[src/rtl/pulpissimo_rst_cond.sv]
// Board-level reset conditioner for the PULPissimo pad_reset_n input: synchronises and
// debounces two push-button pads, stretches the reset, and records cause and event count.
module pulpissimo_rst_cond #(
  parameter int unsigned SYNC_STAGES     = 2,
  parameter int unsigned DEBOUNCE_CYCLES = 500000,
  parameter int unsigned HOLD_CYCLES     = 1024
) (
  input  logic       ref_clk_i,
  input  logic       rst_i,
  input  logic       pad_reset_i,
  input  logic       pad_reset2_i,
  output logic       rst_n_o,
  output logic [1:0] rst_cause_o,
  output logic [7:0] rst_count_o
);

  localparam int unsigned DcntW = (DEBOUNCE_CYCLES > 1) ? $clog2(DEBOUNCE_CYCLES) : 1;
  localparam int unsigned HcntW = (HOLD_CYCLES > 1) ? $clog2(HOLD_CYCLES) : 1;
  localparam logic [DcntW-1:0] DcntMax = DcntW'(DEBOUNCE_CYCLES - 1);
  localparam logic [HcntW-1:0] HcntMax = HcntW'(HOLD_CYCLES - 1);

  typedef enum logic {StHold, StRun} state_e;

  logic [SYNC_STAGES-1:0] sync1_q;
  logic [SYNC_STAGES-1:0] sync2_q;
  logic                   req1;
  logic                   req2;
  logic                   req_s;

  logic                   deb_q, deb_d;
  logic [DcntW-1:0]       dcnt_q, dcnt_d;

  state_e                 state_q, state_d;
  logic [HcntW-1:0]       hcnt_q, hcnt_d;
  logic [1:0]             cause_q, cause_d;
  logic [7:0]             count_q, count_d;
  logic                   rst_n_q;

  // Chains reset to the requesting level so the SoC stays in reset until the pads are seen idle.
  always_ff @(posedge ref_clk_i) begin
    if (rst_i) begin
      sync1_q <= '1;
      sync2_q <= '0;
    end else begin
      sync1_q <= {sync1_q[SYNC_STAGES-2:0], pad_reset_i};
      sync2_q <= {sync2_q[SYNC_STAGES-2:0], pad_reset2_i};
    end
  end

  assign req1  = sync1_q[SYNC_STAGES-1];
  assign req2  = ~sync2_q[SYNC_STAGES-1];
  assign req_s = req1 | req2;

  always_comb begin
    deb_d  = deb_q;
    dcnt_d = dcnt_q;
    if (req_s == deb_q) begin
      dcnt_d = '0;
    end else if (dcnt_q == DcntMax) begin
      deb_d  = req_s;
      dcnt_d = '0;
    end else begin
      dcnt_d = dcnt_q + 1'b1;
    end
  end

  always_comb begin
    state_d = state_q;
    hcnt_d  = hcnt_q;
    cause_d = cause_q;
    count_d = count_q;
    unique case (state_q)
      StHold: begin
        // A request seen while holding restarts the hold window without counting an event.
        if (deb_q) begin
          hcnt_d = '0;
        end else if (hcnt_q == HcntMax) begin
          state_d = StRun;
          hcnt_d  = '0;
        end else begin
          hcnt_d = hcnt_q + 1'b1;
        end
      end
      StRun: begin
        if (deb_q) begin
          state_d = StHold;
          hcnt_d  = '0;
          cause_d = {req2, req1};
          if (count_q != 8'hff) begin
            count_d = count_q + 8'd1;
          end
        end
      end
      default: begin
        state_d = StHold;
        hcnt_d  = '0;
      end
    endcase
  end

  always_ff @(posedge ref_clk_i) begin
    if (rst_i) begin
      deb_q   <= 1'b1;
      dcnt_q  <= '0;
      state_q <= StHold;
      hcnt_q  <= '0;
      cause_q <= 2'b00;
      count_q <= 8'd0;
      rst_n_q <= 1'b0;
    end else begin
      deb_q   <= deb_d;
      dcnt_q  <= dcnt_d;
      state_q <= state_d;
      hcnt_q  <= hcnt_d;
      cause_q <= cause_d;
      count_q <= count_d;
      // Registered from the next state so rst_n_o tracks RUN on the same edge.
      rst_n_q <= (state_d == StRun);
    end
  end

  assign rst_n_o     = rst_n_q;
  assign rst_cause_o = cause_q;
  assign rst_count_o = count_q;

endmodule

[config.mk]
export PLATFORM = sky130hd
export DESIGN_NAME = pulpissimo_rst_cond
export DESIGN_NICKNAME = d
export VERILOG_FILES = /design/src/rtl/pulpissimo_rst_cond.sv
export SDC_FILE = /design/constraint.sdc
export NUM_CORES = 1
export LEC_CHECK = 0
export ABC_CLOCK_PERIOD_IN_PS = 1900
export BUFFER_PORTS_ARGS = -buffer_cell sky130_fd_sc_hd__buf_2
export CAP_MARGIN = 30
export CORE_MARGIN = 5
export CORE_UTILIZATION = 48
export DETAILED_ROUTE_END_ITERATION = 12
export PLACE_DENSITY = 0.64
export SETUP_SLACK_MARGIN = 0.4
export SLEW_MARGIN = 30
export SYNTH_ARGS = -nofsm -noshare
export SYNTH_HDL_FRONTEND = slang
export SYNTH_SLANG_ARGS = --single-unit
[constraint.sdc]
create_clock -name ref_clk_i -period 1.9 [get_ports ref_clk_i]
set_input_delay 0.57 -clock ref_clk_i [delete_from_list [all_inputs] [get_ports ref_clk_i]]
set_output_delay 0.57 -clock ref_clk_i [all_outputs]
set_load 0.02 [all_outputs]
# Word-level counts from Yosys, hierarchy flattened
# Cells that the tools add are included.
# Widths: inputs -> output; s select.
# totals
reg_bits	45
latch_bits	0
ramBits	0
romBits	0
input_bits	4
out_inout_bits	11
memories	0
# op_classes
add_sub_neg	3
n_mul	0
div	0
n_lt_le_gt_ge	0
n_eq_ne	5
shift	0
muxes	8
bitwise	4
n_reduce_logical	4
# ops
operator	n
$mux 10	3
$pmux 10 s2	1
$add 19x1->19 const B	1
$eq 19x19->1 const B	1
$add 10x1->10 const B	1
$eq 10x10->1 const B	1
$add 8x1->8 const B	1
$ne 8x8->1 const B	1
$reduce_and 2->1	2
$mux 1	3
$not 1->1	3
$reduce_and 3->1	1
$reduce_or 3->1	1
$ne 2x2->1 const B	1
$pmux 1 s2	1
$eq 1x1->1	1
$or 1x1->1	1

# Depth between registers and ports, before layout
# logic_depth
word_depth	5
depth_mapped	6
mapped_depth_nobuf	5

# Least setup slack after synthesis
# No wires, ideal clock.
# synth_timing
path_type	input -> register
startpoint	input port rst_i
endpoint	register dcnt_q[10]
setup_time_ns	0.132
arrival_time_ns	1.480
required_ns	1.768
slack_ns	0.289
cell_stages	5
path_cell_list	clkbuf_1 > nand2b_1 > buf_2 > buf_1 > nor3_1
# synth_via
elab_chain_len	1
# synth_lines
element	line_no	source
from (decl)	9	input logic rst_i,
$reduce_or 3->1 (no line)	-	
to (signal assigned)	112	dcnt_q <= dcnt_d;
to (decl)	31	logic [DcntW-1:0] dcnt_q, dcnt_d;
# Every way passes these cells.
# A chain may end at the register's enable or synchronous reset.

# Final worst setup path
# layout_timing
startpoint	register hcnt_q[3]
endpoint	register hcnt_q[9]
# layout_via
elab_chain_len	4
# layout_lines
element	line_no	source
from (decl)	34	logic [HcntW-1:0] hcnt_q, hcnt_d;
from (signal assigned)	114	hcnt_q <= hcnt_d;
$add 10x1->10 or $eq 10x10->1 (tied branches)	81, 77	
$mux 10 (*)	77	end else if (hcnt_q == HcntMax) begin
$mux 10 (*)	75	if (deb_q) begin
$pmux 10 s2 (*)	72	unique case (state_q)
# Mark *: on every way between the ends. The rest lies on a longest branch, timed or not.

==> impl_metrics.toml <==
[clock_network]
cts_buffers = 5
clkSinkCount = 45
clockRootBuffer = "clkbuf_8"
clk_pin_slew_ns = 0.08
cts_tree = "yes"
clk_path_buf_depth = 2
ctsHtreeMaxLevel = 2
clock_latency_ns = 0.29
holdBufCountCts = 0

[power]
powerDensity_nw_per_um2 = 655
p_leak_uw = 0.000869
vdd_drop_max_mv = 0.396

[cells_and_area]
areaGrowthSynthToFinish_pct = 20.9
drive_above_1_share = 0.315
instances_no_fill = 307
utilization = 0.612
num_antenna_cells = 0
multiInputGateArea_um2 = 1190
nNetsFinal = 264
final_cell_mix = "dfxtp_1 (23), nor2_1 (20), nand3_1 (16)"
seqCellArea_um2 = 946
n_fill_cell = 357
layout_commonest_cell = "dfxtp_1"

[sta]
rsz0062_at_grt = "true"
worst_slew_pin_slew_ns = 0.364
clock.fmax_ghz = 0.685
finalClockSkew_ns = 0.00821
finalHoldViolCount = 0
tns_ns = 0
finalSetupViolations = 0
slew_viol_final = 0
post-route-period-util = 0.768
period_needed_ns = 1.46
max-slew-margin-rel = 0.758

[logic_synthesis]
synth.net_count = 238
synth_area_um2 = 2070
ys_async_sr_fraction = 0
ys_ff_latch = 45
ys_types = 41
yosysSeqAreaShare = 0.436
synth_flop_cell = "dfxtp_1"
avgSynthCellArea_um2 = 8.95
synthCells = 231
ys_warn_count = 0
synth_edf_count = 0

[routing]
routedWlPerCell_um = 13.0
firstDrtPassIters = 5
routed_wl_mm = 3.99
vias = 1697
viasPerCell = 5.53
ant_nets = 0
drcViolationCount = 0
drtIter0Drc = 58

[place]
gp_congestion = 0.779
portBuffers = 14
dpl.hpwl_mm = 2.68
numPlacedInstances = 294

[floorplan]
io_pins = 15
die-area_um2 = 5720
core_area_um2 = 4090
num_rows = 23
die_w_um = 75.6
start_util = 0.506
die_y_um = 75.6

[critical_path]
cp-end-kind = "register"
startpoint_type = "register"
setup.worst_path.start = "hcnt_q[3]$_SDFFE_PP0P_"
rrSetupSlack_ns = 0.44
cp_max_fo = 6
arrival_ns = 1.69
r2r-end = "hcnt_q[9]$_SDFFE_PP0P_"
reg2regPathDepth = 4
r2r-start = "hcnt_q[3]$_SDFFE_PP0P_"
critPathKind = "register to register"
critPathRequiredTime_ns = 2.13
worstSetupEndpoint = "hcnt_q[9]$_SDFFE_PP0P_"

[worst_hold_path]
hold_path_class = "register to register"
min-delay-start = "sync1_q[0]$_SDFF_PP1_"

[global_routing]
overflow = 0
antenna_found_initial = 0
grt_first_pass_wirelength_mm = 7.28
grt_use_total = 0.166
grt_pass1_vias = 1606
grt_max_degree = 19

[job]
cap_violations = 0

[status]
status = "complete, no violations"
==> timing repair <==
action	4_1_cts	5_1_grt
pin swaps	3	5
setup buffers	6	0
gates resized for setup	19	21
setup endpoints to repair	27	22
==> final cells by class <==
class | instances | area share
multi-input combinational | 174 | 0.475
sequential | 45 | 0.378
timing repair buffer | 27 | 0.0736
clock buffer | 5 | 0.0275
tap | 50 | 0.0250
clock inverter | 2 | 0.0140
inverter | 4 | 0.00601
==> worst min-delay path by stage <==
stage,to,slack (ns),cells after the start
after floorplan,sync1_q[1]$_SDFF_PP1_,0.39,1
after global placement,sync1_q[1]$_SDFF_PP1_,0.39,1
after detailed placement,sync1_q[1]$_SDFF_PP1_,0.40,1
after CTS,sync1_q[1]$_SDFF_PP1_,0.42,1
after global routing,sync1_q[1]$_SDFF_PP1_,0.43,1
final,sync1_q[1]$_SDFF_PP1_,0.42,1
==> where the power goes <==
group / switching [uW] / internal [uW] / leakage (uW)
logic: 8.66 / 7.46 / 0.000439
clock network: 303 / 382 / 0.0000540
registers: 1.36 / 936 / 0.000377
==> synth_stat cells (2+ instances only) <==
| library cell | count | area, um^2 |
|---|---|---|
| a31oi_1 | 2 | 12.5 |
| or4_1 | 3 | 22.5 |
| and4_1 | 2 | 17.5 |
| xor2_1 | 12 | 105 |
| a211oi_1 | 3 | 22.5 |
| nor3_1 | 15 | 75.1 |
| and2_1 | 2 | 12.5 |
| ha_1 | 3 | 37.5 |
| o211ai_1 | 2 | 15.0 |
| nand2_1 | 15 | 56.3 |
| and3_1 | 7 | 43.8 |
| nor4_1 | 5 | 31.3 |
| mux2i_1 | 4 | 40.0 |
| or3_1 | 3 | 18.8 |
| nand3_1 | 18 | 90.1 |
| mux2_2 | 2 | 22.5 |
| or2_2 | 4 | 25.0 |
| o31ai_1 | 2 | 15.0 |
| dfxtp_1 | 45 | 901 |
| buf_2 | 3 | 15.0 |
| clkbuf_1 | 3 | 11.3 |
| inv_1 | 4 | 15.0 |
| nor2_1 | 20 | 75.1 |
| xnor2_1 | 10 | 87.6 |
| nor2b_1 | 7 | 43.8 |
| nand4_1 | 10 | 62.6 |
| a21oi_1 | 9 | 45.0 |
| o21ai_0 | 3 | 15.0 |
==> kinds of logic after synthesis <==
logic type	count (synthesis)	share of synthesized area
AOI/OAI and AO/OA	23	0.0690
xor gates and xnor gates	22	0.0932
adders and majority gates	3	0.0182
buffers and inverters	12	0.0254
DFF	45	0.436
muxes	6	0.0303
and+or+nand+nor	120	0.328
==> routing by layer <==
metal	wire, um	track usage
met4	51	0.0718
met1	1990	0.216
met5	0	0
met2	1810	0.258
met3	133	0.0449
==> sequential cells by signal, summed over array words and instances (netlist names) <==
register	flops
dcnt_q	19
hcnt_q	10
rst_count_o	8
rst_cause_o	2
sync1_q	2
sync2_q	2
deb_q	1
rst_n_o	1
==> worst max-delay path, cell delays in order (launching register included) <==
cell and delay, ns:
dfxtp_4 0.37, and4_4 0.25, nand3_2 0.11, or4_1 0.51
a21oi_1 0.16
==> metrics by stage <==
step | hold slack, ns | area, um^2 | setup WS (ns) | power [uW]
2_1_floorplan | 0.389 | 2080 | 0.411 | 979
3_3_place_gp | 0.391 | 2220 | 0.210 | 985
3_5_place_dp | 0.399 | 2220 | 0.162 | 986
4_1_cts | 0.421 | 2440 | 0.405 | 1670
5_1_grt | 0.425 | 2500 | 0.383 | 1710
6_report | 0.418 | 2500 | 0.441 | 1640
Power figures use the tool's default switching activity.
